**src/rtl/alu_arbiter.sv**
```systemverilog
// Round-robin front end that shares one clocked ALU between two requesters, with one operation in flight at a time.
// Optional: define ALU_ARB_STATS_EN to add saturating per-requester grant counters (grant_cnt0/grant_cnt1).
module alu_arbiter #(
  parameter int WIDTH   = 32,
  parameter int ALU_LAT = 1,
  parameter int CNT_W   = 16
) (
  input  logic             clk,
  input  logic             reset,
  input  logic             req0_valid,
  output logic             req0_ready,
  input  logic [WIDTH-1:0] req0_a,
  input  logic [WIDTH-1:0] req0_b,
  input  logic [1:0]       req0_ctrl,
  input  logic             req1_valid,
  output logic             req1_ready,
  input  logic [WIDTH-1:0] req1_a,
  input  logic [WIDTH-1:0] req1_b,
  input  logic [1:0]       req1_ctrl,
  output logic [WIDTH-1:0] alu_a,
  output logic [WIDTH-1:0] alu_b,
  output logic [1:0]       alu_ctrl,
  input  logic [WIDTH-1:0] alu_r,
  input  logic             alu_zero,
  input  logic             alu_ovf,
  output logic             rsp_valid,
  input  logic             rsp_ready,
  output logic             rsp_id,
  output logic [WIDTH-1:0] rsp_r,
  output logic             rsp_zero,
  output logic             rsp_ovf
`ifdef ALU_ARB_STATS_EN
  ,
  output logic [CNT_W-1:0] grant_cnt0,
  output logic [CNT_W-1:0] grant_cnt1
`endif
);

  typedef enum logic [1:0] {
    S_IDLE = 2'd0,
    S_WAIT = 2'd1,
    S_RESP = 2'd2
  } state_t;

  localparam int LCW = (ALU_LAT < 1) ? 1 : $clog2(ALU_LAT + 1);

  state_t           r_state;
  state_t           w_next;
  logic [LCW-1:0]   r_cnt;
  logic             r_last;
  logic [WIDTH-1:0] r_alu_a;
  logic [WIDTH-1:0] r_alu_b;
  logic [1:0]       r_alu_ctrl;
  logic             r_rsp_valid;
  logic             r_rsp_id;
  logic [WIDTH-1:0] r_rsp_r;
  logic             r_rsp_zero;
  logic             r_rsp_ovf;

  logic             w_idle;
  logic             w_gnt0;
  logic             w_gnt1;
  logic             w_accept;
  logic             w_cnt_done;
  logic             w_capture;
  logic             w_handshake;

  // Arbitration: a lone requester always wins; on contention the one not granted last goes.
  always_comb begin
    w_idle      = (r_state == S_IDLE);
    w_gnt0      = w_idle && req0_valid && (!req1_valid || r_last);
    w_gnt1      = w_idle && req1_valid && (!req0_valid || !r_last);
    w_accept    = w_gnt0 || w_gnt1;
    w_cnt_done  = (r_cnt == '0);
    w_capture   = (r_state == S_WAIT) && w_cnt_done;
    w_handshake = (r_state == S_RESP) && rsp_ready;
  end

  always_comb begin
    w_next = r_state;
    case (r_state)
      S_IDLE:  if (w_accept)    w_next = S_WAIT;
      S_WAIT:  if (w_cnt_done)  w_next = S_RESP;
      S_RESP:  if (rsp_ready)   w_next = S_IDLE;
      default:                  w_next = S_IDLE;
    endcase
  end

  always_ff @(posedge clk or posedge reset) begin
    if (reset) begin
      r_state <= S_IDLE;
    end else begin
      r_state <= w_next;
    end
  end

  // Control: wait counter and round-robin memory.
  always_ff @(posedge clk or posedge reset) begin
    if (reset) begin
      r_cnt  <= '0;
      r_last <= 1'b1;
    end else begin
      if (w_accept) begin
        r_cnt  <= LCW'(ALU_LAT);
        r_last <= w_gnt1;
      end else if ((r_state == S_WAIT) && !w_cnt_done) begin
        r_cnt <= r_cnt - LCW'(1);
      end
    end
  end

  // Operand stage: ALU inputs only change on an accept edge.
  always_ff @(posedge clk or posedge reset) begin
    if (reset) begin
      r_alu_a    <= '0;
      r_alu_b    <= '0;
      r_alu_ctrl <= '0;
      r_rsp_id   <= 1'b0;
    end else if (w_accept) begin
      r_alu_a    <= w_gnt1 ? req1_a    : req0_a;
      r_alu_b    <= w_gnt1 ? req1_b    : req0_b;
      r_alu_ctrl <= w_gnt1 ? req1_ctrl : req0_ctrl;
      r_rsp_id   <= w_gnt1;
    end
  end

  // Result stage: captured once, then held until the consumer takes it.
  always_ff @(posedge clk or posedge reset) begin
    if (reset) begin
      r_rsp_valid <= 1'b0;
      r_rsp_r     <= '0;
      r_rsp_zero  <= 1'b0;
      r_rsp_ovf   <= 1'b0;
    end else begin
      if (w_capture) begin
        r_rsp_valid <= 1'b1;
        r_rsp_r     <= alu_r;
        r_rsp_zero  <= alu_zero;
        r_rsp_ovf   <= alu_ovf;
      end else if (w_handshake) begin
        r_rsp_valid <= 1'b0;
      end
    end
  end

`ifdef ALU_ARB_STATS_EN
  logic [CNT_W-1:0] r_gcnt0;
  logic [CNT_W-1:0] r_gcnt1;

  function automatic logic [CNT_W-1:0] sat_inc(input logic [CNT_W-1:0] v);
    return (&v) ? v : v + CNT_W'(1);
  endfunction

  always_ff @(posedge clk or posedge reset) begin
    if (reset) begin
      r_gcnt0 <= '0;
      r_gcnt1 <= '0;
    end else begin
      if (w_gnt0) r_gcnt0 <= sat_inc(r_gcnt0);
      if (w_gnt1) r_gcnt1 <= sat_inc(r_gcnt1);
    end
  end

  assign grant_cnt0 = r_gcnt0;
  assign grant_cnt1 = r_gcnt1;
`endif

  assign req0_ready = w_gnt0;
  assign req1_ready = w_gnt1;
  assign alu_a      = r_alu_a;
  assign alu_b      = r_alu_b;
  assign alu_ctrl   = r_alu_ctrl;
  assign rsp_valid  = r_rsp_valid;
  assign rsp_id     = r_rsp_id;
  assign rsp_r      = r_rsp_r;
  assign rsp_zero   = r_rsp_zero;
  assign rsp_ovf    = r_rsp_ovf;

endmodule

```
**config.mk**
```make
export PLATFORM = sky130hd
export DESIGN_NAME = alu_arbiter
export DESIGN_NICKNAME = d
export VERILOG_FILES = /design/src/rtl/alu_arbiter.sv
export SDC_FILE = /design/constraint.sdc
export NUM_CORES = 1
export LEC_CHECK = 0
export CORE_ASPECT_RATIO = 0.9
export CORE_MARGIN = 2
export CORE_UTILIZATION = 37
export DETAILED_ROUTE_END_ITERATION = 10
export GPL_ROUTABILITY_DRIVEN = 1
export PLACE_DENSITY_LB_ADDON = 0.12
export SYNTH_ARGS = -nofsm -noshare
export SYNTH_HDL_FRONTEND = slang
export SYNTH_SLANG_ARGS = --single-unit
```
**constraint.sdc**
```tcl
create_clock -name clk -period 4.3 [get_ports clk]
set_input_delay 0.645 -clock clk [delete_from_list [all_inputs] [get_ports clk]]
set_output_delay 0.645 -clock clk [all_outputs]
set_load 0.02 [all_outputs]
```
== Yosys cells after proc, flatten, opt, wreduce, memory -nomap -nowiden ==
Index checks and enable logic that the tools add are counted.
Operators by class
  add/sub/neg operators: 1
  equal/unequal tests: 5
  multiplexer cells: 11
  bitwise gates (word level): 1
  reductions and logical operators: 17
Operators with widths (number)
  32-bit 2-to-1 mux: 2
  2-bit 2-to-1 mux: 4
  1-bit logical AND: 7
  2-bit case mux with 3 select lines: 1
  1-bit 2-to-1 mux: 4
  2-bit != test, second input constant: 2
  2-bit nonzero test: 2
  1-bit logical NOT: 3
  1-bit logical OR: 3
  3-bit AND reduction: 1
  2-bit by 1-bit == test with 1-bit output, second input constant: 1
  2-bit == test, second input constant: 1
  2-bit logical NOT: 1
  2-bit by 1-bit != test with 1-bit output, second input constant: 1
  1-bit inverter: 1
  1-bit subtractor, second input constant: 1
Word-level totals
  flip-flop bits (word level): 106
  input bits: 171
  output and inout bits: 104
  word-level logic and storage cells: 46

== Logic depth before layout (Yosys ltp) ==
Gate-level depths: netlist of the first run.
  depth after elaboration: 6
  depth in mapped cells: 6
  depth with buffers taken out: 4

== Worst setup path after synthesis of the first run ==
Ideal clock, no wire load.
  path type: in2out
  start: input port req0_valid
  end: output port req1_ready
  arrival time: 1367 ps
  data required time: 3655 ps
  path slack: 2288 ps
  cell stages on the path: 5
  buffers on the path: 2
  cells stage by stage: nand2_1 -> nand3_1 -> buf_2 -> buf_2 -> inv_1
Between the ends
  word-level cells in the longest chain between the ends: 3
Ends and longest elaborated chain
  start: declaration: RTL line 10  | input logic req0_valid,
  1-bit logical NOT: RTL line 72  | w_gnt1 = w_idle && req1_valid && (!req0_valid || !r_last);
  1-bit logical OR: RTL line 72
  1-bit logical AND: RTL line 72
  end: declaration: RTL line 16  | output logic req1_ready,
No other way between the ends.

== Final worst setup path of the first run ==
  start: input port req0_valid
  end: output port req0_ready
Between the ends
  word-level cells in the longest chain between the ends: 2
Ends and longest elaborated chain
  1-bit logical AND (2 in series): RTL line 71  | w_gnt0 = w_idle && req0_valid && (!req1_valid || r_last);
  end: declaration: RTL line 11  | output logic req0_ready,
No other way between the ends.

==> flow_metrics.env, run 1 <==
export IMPL_p_clk_share_pct=13.8
export IMPL_synth_simple_gate_area_share_pct=22.44
export IMPL_routed_wl_um=16940
export IMPL_cts_root_buffer="clkbuf_16"
export IMPL_finalCritPeriodShare_pct=65.79
export IMPL_insertion_delay_ns=0.35
export IMPL_pwr_share_comb_pct=55.6
export IMPL_yosysWarnings=0
export IMPL_cts_made_buffers=9
export IMPL_multiInputGateArea_sq_um=2262
export IMPL_finalClockSkew_ns=0.006989
export IMPL_p_switching_mw=2.350
export IMPL_post_cts_buffers=0
export IMPL_grt_pass1_wl_um=26100
export IMPL_route_detailed_drc=0
export IMPL_cts_clk_slew_worst_paths_ns=0.07
export IMPL_yosysUniqueCellTypes=23
export IMPL_cts_hold_buf=0
export IMPL_status="finished clean"
export IMPL_dp_cells=817
export IMPL_holdWs_ns=0.5082
export IMPL_yosys_area_top_type="dfrtp_1"
export IMPL_cp_required_ns=3.65
export IMPL_core_sq_um=13460
export IMPL_startpoint_type="input pin"
export IMPL_grtUsageTotal_pct=22.46
export IMPL_pre_cts_ws_ns=1.444
export IMPL_max_stage_delay_ns=0.63
export IMPL_place_hpwl_um=11280
export IMPL_syn_inst=416
export IMPL_avgViaCountPerCell=5.650
export IMPL_p_total_mw=5.995
export IMPL_initial_utilization_pct=38.26
export IMPL_htreeDepth=3
export IMPL_io_buffers=274
export IMPL_crit_slowest_cell="clkdlybuf4s50_1"
export IMPL_synth_async_reset_ratio_pct=100.0
export IMPL_end_kind="output pin"
export IMPL_ant_nets=0
export IMPL_drv_slew=0
export IMPL_tightest_slew_ns=0.8104
export IMPL_finalWorstSetupSlack_ns=1.471
export IMPL_ys_flop_type="dfrtp_1"
export IMPL_slew_headroom_pct=45.77
export IMPL_drtIter0Drc=355
export IMPL_die_w_um=128.4
export IMPL_synth_top_family_by_area="simple AND/OR/NAND/NOR gates"
export IMPL_final_cell_area_sq_um=8269
export IMPL_cp_top_family="buffers and inverters"
export IMPL_place_congestion=0.7765
export IMPL_grt_pass1_vias=4770
export IMPL_synth_top_area_share_pct=51.01
export IMPL_power_leakage_nw=3.265
export IMPL_cts_tree="done"
export IMPL_fin_cells=832
export IMPL_power_density_nw_per_um2=725.0
export IMPL_ios=275
export IMPL_grt_ovfl_total=0
export IMPL_first_pass_iters=4
export IMPL_fin_nets=831
export IMPL_synthMuxAreaShare_pct=7.433
export IMPL_setup_tns_ns=0
export IMPL_fin_crit_ns=2.829
export IMPL_synth_xor_area_share_pct=0
export IMPL_swShare_pct=39.20
export IMPL_path_buf_inv=3
export IMPL_cp_cell_sequence="clkdlybuf4s50_1 > nand3_1 > inv_1 > clkdlybuf4s50_1"
export IMPL_rsz0062_at_grt="no"
export IMPL_fillers=1078
export IMPL_die_area_sq_um=14880
export IMPL_synth_edf_count=0
export IMPL_yosys_top_cells_count="dfrtp_1, a221o_1, and4_1, nor3b_1, mux2_2"
export IMPL_die_y_um=115.9
export IMPL_num_vias=4701
export IMPL_ctsResizeCount=0
export IMPL_area_growth_syn_to_layout_pct=60.53
export IMPL_syn_avg_cell_area_sq_um=12.38
export IMPL_post_drt_wl_per_cell_um=20.36
export IMPL_arrival_ns=2.18
export IMPL_diodes=0
export IMPL_drive_above_1_share_pct=10.39
export IMPL_cts_max_path_buffers=2
export IMPL_yosysMostFrequentCell="dfrtp_1"
export IMPL_final_core_util_pct=61.42
export IMPL_clock_sinks=106
export IMPL_ir_worst_vdd_mv=0.3406
export IMPL_crit_top_cell="clkdlybuf4s50_1"
export IMPL_placementRows=40
export IMPL_ys_ff_latch=106
export IMPL_fmax_mhz=353.5
export IMPL_syn_cell_area_sq_um=5151
export IMPL_worstSetupPathType="in2out"
export IMPL_synthAdderAreaFrac_pct=0
export IMPL_placed_area_sq_um=7976
export IMPL_yosys_top_cells_area="dfrtp_1, a221o_1, and4_1"
export IMPL_setup_viol=0
export IMPL_min_path_type="reg2reg"
export IMPL_ys_seq_area_share_pct=51.52
export IMPL_hold_viol=0
export IMPL_register_area_sq_um=2654
export IMPL_syn_nets=587
export IMPL_synth_compound_area_share_pct=13.60
export IMPL_internal_power_mw=3.645
export IMPL_grt_max_degree=69
export IMPL_antenna_found_initial=0
export IMPL_maxCapViolations=0
export IMPL_p_seq_share_pct=30.5
export IMPL_crit_path_max_fanout=4
==> power groups by stage <==
| stage | clock, mW | combinational (mW) | sequential [mW] |
|---|---|---|---|
| finish | 0.829 | 3.33 | 1.83 |
| global route | 0.896 | 3.55 | 1.89 |
| CTS | 0.856 | 3.36 | 1.83 |
| floorplan | 0 | 1.27 | 2.41 |
| detailed placement | 0 | 3.37 | 1.83 |
| global placement | 0 | 3.31 | 1.83 |
==> final cells by class <==
class	instances	area share [%]
flip-flops and latches	106	32.09
clock inverters	5	0.7717
clock buffers	10	2.769
repair buffers	285	34.26
multi-input cells	254	27.36
well taps	168	2.542
inverters	4	0.2118
==> layout by cell type, fill, tap and decap left out <==
master             n
clkdlybuf4s50_1  273
dfrtp_1          105
nor3b_1           66
and4_1            66
a221o_1           66
mux2_2            34
buf_4             10
clkbuf_16          9
nand2b_1           3
inv_1              3
nor2_1             3
nand2_1            3
nor2_4             2
a21o_1             2
clkinv_4           2
nor2_2             1
o21ai_4            1
or2_2              1
nand2_2            1
nand3_2            1
nand3_1            1
inv_4              1
a21oi_1            1
o22ai_1            1
o21ai_0            1
bufinv_16          1
inv_6              1
clkbuf_1           1
clkinvlp_4         1
buf_2              1
buf_12             1
dfstp_2            1
==> layer usage <==
| layer | share of wire (%) | GRT usage, % |
|---|---|---|
| met5 | 0 | 0 |
| met4 | 2.4 | 7.179 |
| met3 | 7.4 | 6.833 |
| met2 | 49 | 36.95 |
| met1 | 42 | 28.57 |
==> path summary, 6_finish.rpt <==
| kind | from | to | slack (ns) | cells past startpoint |
|---|---|---|---|---|
| setup / recovery | req0_valid | req0_ready | 1.47 | 4 |
| hold / removal | rsp_r[13] | rsp_r[13] | 0.51 | 1 |
| min in group asynchronous | reset | rsp_r[20] | 0.72 | 2 |
| setup reg to reg | r_state[0] | alu_b[15] | 1.87 | 5 |
| max in group asynchronous | reset | alu_a[17] | 2.72 | 3 |
| hold reg to reg | rsp_r[13] | rsp_r[13] | 0.51 | 1 |
==> flip-flops by register name, summed over array words and instances (netlist names) <==
register   count
rsp_zero       1
r_state        2
rsp_id         1
rsp_r         32
rsp_ovf        1
alu_ctrl       2
rsp_valid      1
alu_a         32
r_cnt          1
alu_b         32
r_last         1
==> cell families after synthesis <==
kind of cell / Yosys count
and+or+nand+nor: 148
AOI/OAI and AO/OA: 72
muxes: 34
buffers and inverters: 56
DFF: 106
(Power assumes the default switching activity.)
==> run 2, diff against run 1 <==
--- a/config.mk
+++ b/config.mk
@@ -7,7 +7,7 @@
 export LEC_CHECK = 0
 export CORE_ASPECT_RATIO = 0.9
 export CORE_MARGIN = 2
-export CORE_UTILIZATION = 37
+export CORE_UTILIZATION = 36
 export DETAILED_ROUTE_END_ITERATION = 10
 export GPL_ROUTABILITY_DRIVEN = 1
 export PLACE_DENSITY_LB_ADDON = 0.12
==> constraint.sdc (replaced) <==
create_clock -name clk -period 2.3 [get_ports clk]
set_input_delay 0.345 -clock clk [delete_from_list [all_inputs] [get_ports clk]]
set_output_delay 0.345 -clock clk [all_outputs]
set_load 0.02 [all_outputs]
==> run 2 against run 1 <==
  * Die area increased by 2.7%
  * Clock skew hardly changed
  * Clock power increased by 80%
  * Flip-flop and latch count unchanged
  * Wire length rose by 0.83%
  * Count of clock-buffer cells in the layout did not move
  * Global-route usage fell by 0.63 points
  * Setup slack worse by 1.3 ns
  * Sequential power rose by 86%
  * Critical endpoint unchanged
  * Largest power group unchanged
==> flow_metrics.env, run 2 (same netlist as run 1, synthesis figures left out) <==
export IMPL_cts_hold_buf=0
export IMPL_placementRows=41
export IMPL_hold_viol=0
export IMPL_slew_headroom_pct=49.57
export IMPL_power_leakage_nw=3.273
export IMPL_swShare_pct=38.96
export IMPL_grt_ovfl_total=0
export IMPL_avgViaCountPerCell=5.446
export IMPL_num_vias=4662
export IMPL_rsz0062_at_grt="no"
export IMPL_grtUsageTotal_pct=21.83
export IMPL_fin_nets=831
export IMPL_drtIter0Drc=323
export IMPL_cts_made_buffers=9
export IMPL_htreeDepth=3
export IMPL_cts_tree="done"
export IMPL_antenna_found_initial=0
export IMPL_routed_wl_um=17080
export IMPL_fmax_mhz=461.2
export IMPL_ctsResizeCount=0
export IMPL_fin_crit_ns=2.168
export IMPL_crit_path_max_fanout=3
export IMPL_grt_pass1_wl_um=26380
export IMPL_finalCritPeriodShare_pct=94.27
export IMPL_die_area_sq_um=15280
export IMPL_area_growth_syn_to_layout_pct=61.53
export IMPL_p_clk_share_pct=13.3
export IMPL_finalClockSkew_ns=0.007260
export IMPL_final_cell_area_sq_um=8320
export IMPL_p_seq_share_pct=30.4
export IMPL_post_drt_wl_per_cell_um=19.96
export IMPL_place_congestion=0.7265
export IMPL_drive_above_1_share_pct=10.26
export IMPL_diodes=0
export IMPL_power_density_nw_per_um2=1346
export IMPL_first_pass_iters=4
export IMPL_tightest_slew_ns=0.7565
export IMPL_io_buffers=274
export IMPL_final_common_cell="clkdlybuf4s50_1"
export IMPL_cp_required_ns=1.96
export IMPL_route_detailed_drc=0
export IMPL_place_hpwl_um=11090
export IMPL_internal_power_mw=6.837
export IMPL_ant_nets=0
export IMPL_arrival_ns=1.82
export IMPL_worstSetupPathType="reg2out"
export IMPL_die_y_um=117.5
export IMPL_cts_clk_slew_worst_paths_ns=0.07
export IMPL_ios=275
export IMPL_end_kind="output pin"
export IMPL_drv_slew=0
export IMPL_cts_max_path_buffers=2
export IMPL_cts_root_buffer="clkbuf_16"
export IMPL_min_path_type="reg2reg"
export IMPL_grt_pass1_vias=4933
export IMPL_startpoint_type="flip-flop"
export IMPL_setup_viol=0
export IMPL_initial_utilization_pct=36.78
export IMPL_core_sq_um=14000
export IMPL_maxCapViolations=0
export IMPL_p_switching_mw=4.364
export IMPL_grt_max_degree=107
export IMPL_setup_tns_ns=0
export IMPL_layout_common_cells="clkdlybuf4s50_1, dfrtp_1, nor3b_1, and4_1, a221o_1"
export IMPL_placed_area_sq_um=8046
export IMPL_post_cts_buffers=0
export IMPL_insertion_delay_ns=0.34
export IMPL_ir_worst_vdd_mv=0.5264
export IMPL_clock_sinks=106
export IMPL_pwr_share_comb_pct=56.3
export IMPL_status="finished clean"
export IMPL_die_w_um=130.1
[run 2: final timing paths]
path                       slack, ns       start         end  depth (start not counted)
min in group asynchronous       0.54       reset   rsp_r[24]                          3
setup / recovery                0.13      r_last  req0_ready                          4
hold reg to reg                 0.50      rsp_id      rsp_id                          1
max in group asynchronous       1.34       reset    alu_b[3]                          3
hold / removal                  0.50      rsp_id      rsp_id                          1
setup reg to reg                0.17  r_state[0]   alu_a[16]                          5
[run 2: power by group through the flow]
| stage | sequential [mW] | combinational [mW] | clock, mW |
|---|---|---|---|
| 2_1_floorplan | 4.51 | 2.38 | 0 |
| 3_3_place_gp | 3.38 | 6.27 | 0 |
| 3_5_place_dp | 3.42 | 6.37 | 0 |
| 4_1_cts | 3.40 | 6.37 | 1.54 |
| 5_1_grt | 3.53 | 6.69 | 1.60 |
| 6_report | 3.40 | 6.31 | 1.49 |
[run 2: worst max-delay path, stage by stage (launching register included)]
cell             delay [ns]
dfstp_2                0.56
nand2b_1               0.10
nand3_1                0.13
inv_1                  0.09
clkdlybuf4s50_1        0.62
[run 2: per-layer routing]
metal / global-route usage [%] / share of wire [%] / vias to the layer above / wire length, um
met5: 0 / 0 / - / 0
met4: 8.401 / 2.9 / 0 / 502
met3: 5.364 / 6.8 / 32 / 1170
met2: 36.29 / 49 / 191 / 8402
met1: 27.20 / 41 / 2306 / 7007
li1: - / - / 2133 / -
[run 2: layout make-up]
cell class	instances	area, sq um
clock buffers	10	229.0
flip-flops and latches	106	2654
inverters	4	18.77
fillers	1165	5684
repair buffers	285	2870
well taps	193	241.5
clock inverters	4	45.04
multi-input cells	254	2262
[run 2: per-stage QoR]
step	hold slack, ns	worst slack, ns	util [%]	power, mW	cells
after detailed placement	0.4816	0.2083	57.46	9.785	842
after global placement	0.4737	0.2227	57.46	9.652	842
after floorplan	0.4341	0.6823	-	6.882	416
after CTS	0.4979	0.1009	59.41	11.32	856
after global routing	0.5170	0.05046	59.41	11.82	856
final	0.4965	0.1318	59.41	11.20	856
==> run 3, diff against run 2 <==
--- a/config.mk
+++ b/config.mk
@@ -5,9 +5,10 @@
 export SDC_FILE = /design/constraint.sdc
 export NUM_CORES = 1
 export LEC_CHECK = 0
+export ABC_AREA = 1
 export CORE_ASPECT_RATIO = 0.9
 export CORE_MARGIN = 2
-export CORE_UTILIZATION = 36
+export CORE_UTILIZATION = 37
 export DETAILED_ROUTE_END_ITERATION = 10
 export GPL_ROUTABILITY_DRIVEN = 1
 export PLACE_DENSITY_LB_ADDON = 0.12
==> run 3 against run 2 <==
  * Sequential power fell by 3%
  * Cell count rose by 40%
  * Largest power group unchanged
  * Largest cell class unchanged
  * Critical path type unchanged
  * Flip-flop and latch count did not move
==> flow_metrics.env, run 3 <==
export IMPL_cts_root_buffer="clkbuf_16"
export IMPL_grt_ovfl_total=0
export IMPL_route_detailed_drc=0
export IMPL_yosysUniqueCellTypes=16
export IMPL_ir_worst_vdd_mv=0.7282
export IMPL_post_cts_buffers=0
export IMPL_synth_edf_count=0
export IMPL_placementRows=42
export IMPL_drtIter0Drc=372
export IMPL_finalCritPeriodShare_pct=92.32
export IMPL_cp_required_ns=1.96
export IMPL_core_sq_um=14660
export IMPL_num_vias=5736
export IMPL_grt_pass1_wl_um=29000
export IMPL_antenna_found_initial=0
export IMPL_die_w_um=132.9
export IMPL_fmax_mhz=470.9
export IMPL_grt_max_degree=107
export IMPL_io_buffers=274
export IMPL_yosysMostFrequentCell="nand2_1"
export IMPL_min_path_type="in2reg"
export IMPL_post_drt_wl_per_cell_um=14.92
export IMPL_yosysWarnings=0
export IMPL_end_kind="output pin"
export IMPL_holdWs_ns=0.4168
export IMPL_slew_headroom_pct=47.68
export IMPL_crit_slowest_cell="clkdlybuf4s50_1"
export IMPL_setup_tns_ns=0
export IMPL_max_stage_delay_ns=0.62
export IMPL_fin_crit_ns=2.123
export IMPL_cts_tree="done"
export IMPL_avgViaCountPerCell=4.780
export IMPL_htreeDepth=3
export IMPL_multiInputGateArea_sq_um=2105
export IMPL_final_common_cell="clkdlybuf4s50_1"
export IMPL_finalClockSkew_ns=0.007010
export IMPL_grtUsageTotal_pct=22.78
export IMPL_diodes=0
export IMPL_drive_above_1_share_pct=4.291
export IMPL_syn_inst=755
export IMPL_hold_viol=0
export IMPL_yosys_top_cells_area="dfrtp_1, nand3_1, nand2_1"
export IMPL_reg2reg_slack_ns=0.57
export IMPL_ios=275
export IMPL_tightest_slew_ns=0.7848
export IMPL_ys_seq_area_share_pct=47.95
export IMPL_power_leakage_nw=4.491
export IMPL_ys_flop_type="dfrtp_1"
export IMPL_layout_common_cells="clkdlybuf4s50_1, nand2_1, nand3_1"
export IMPL_cts_clk_slew_worst_paths_ns=0.07
export IMPL_grt_pass1_vias=5418
export IMPL_maxCapViolations=0
export IMPL_yosys_area_top_type="dfrtp_1"
export IMPL_path_buf_inv=2
export IMPL_ant_nets=0
export IMPL_worstSetupPathType="reg2out"
export IMPL_cp_cell_sequence="nor2_4 > nand3_2 > inv_1 > clkdlybuf4s50_1"
export IMPL_clock_sinks=106
export IMPL_startpoint_type="flip-flop"
export IMPL_initial_utilization_pct=37.75
export IMPL_synth_top_area_share_pct=47.48
export IMPL_cts_made_buffers=9
export IMPL_status="finished clean"
export IMPL_first_pass_iters=4
export IMPL_register_area_sq_um=2654
export IMPL_rsz0062_at_grt="no"
export IMPL_arrival_ns=1.78
export IMPL_fillers=1344
export IMPL_place_hpwl_um=11540
export IMPL_ys_ff_latch=106
export IMPL_insertion_delay_ns=0.35
export IMPL_drv_slew=0
export IMPL_place_congestion=0.7906
export IMPL_syn_avg_cell_area_sq_um=7.330
export IMPL_fin_nets=1168
export IMPL_area_growth_syn_to_layout_pct=57.43
export IMPL_final_cell_area_sq_um=8712
export IMPL_setup_viol=0
export IMPL_syn_nets=926
export IMPL_die_y_um=120.0
export IMPL_power_density_nw_per_um2=1275
export IMPL_crit_path_max_fanout=4
export IMPL_p_total_mw=11.11
export IMPL_syn_cell_area_sq_um=5534
export IMPL_cts_max_path_buffers=2
export IMPL_cp_top_family="buffers and inverters"
export IMPL_yosys_top_cells_count="nand2_1, nand3_1, inv_1"
export IMPL_die_area_sq_um=15950
export IMPL_placed_area_sq_um=8431
export IMPL_synth_async_reset_ratio_pct=100.0
export IMPL_routed_wl_um=17910
## run 3: what timing repair did
item                                    CTS  global route
gates resized for setup                   0             1
hold buffers                              0             0
endpoints found under the setup margin    0             1
## run 3: worst min-delay path, stage by stage
cell and delay [ns]:
buf_2 0.14, nand2_1 0.08, nand3_2 0.06, inv_1 0.06
o21ai_0 0.07
## run 3: final timing paths
path,cells after the start,start,endpoint
worst max register to register,7,r_last,alu_a[17]
worst min register to register,2,rsp_r[2],rsp_r[2]
worst max-delay path,4,r_state[1],req0_ready
worst min-delay path,5,req1_valid,r_last
min in group asynchronous,3,reset,alu_a[10]
max in group asynchronous,3,reset,alu_b[9]
## run 3: power by group
| part | switching [mW] | leakage [nW] | internal, mW | total [mW] |
|---|---|---|---|---|
| Combinational | 3.62 | 3.06 | 2.67 | 6.29 |
| Clock | 0.756 | 0.134 | 0.746 | 1.50 |
| Sequential | 0.504 | 1.29 | 2.81 | 3.31 |
| Total | 4.88 | 4.49 | 6.23 | 11.1 |
## run 3: final cells by class
type	instances	area share, %
Clock buffer	9	2.585
Clock inverter	7	0.6175
Inverter	140	6.075
Multi-Input combinational cell	450	24.16
Sequential cell	106	30.46
Tap cell	198	2.844
Timing Repair Buffer	290	33.26
## run 3: routing by layer
layer	routed length (um)	part of all wire, %	vias up	track usage [%]
met3	1554	8.7	20	7.562
met4	307	1.7	0	6.317
met5	0	0	-	0
met1	7953	44	2643	30.97
met2	8093	45	203	34.81
li1	-	-	2870	-
## run 3: metrics by stage
step | cells | worst slack [ns] | utilization [%]
floorplan | 755 | 0.6823 | -
finish | 1200 | 0.1765 | 59.42
CTS | 1200 | 0.008796 | 59.40
detailed placement | 1184 | 0.1552 | 57.50
global route | 1200 | 0.08784 | 59.42
global placement | 1184 | 0.1681 | 57.50
## run 3: cell families (layout without fill, tap and decap cells)
logic type      after synthesis  in the layout  share of synthesized area [%]
flops                       106            106                          47.95
simple gates                446            446                          37.44
compound gates                4              4                         0.3618
buf+inv                     199            446                          14.24
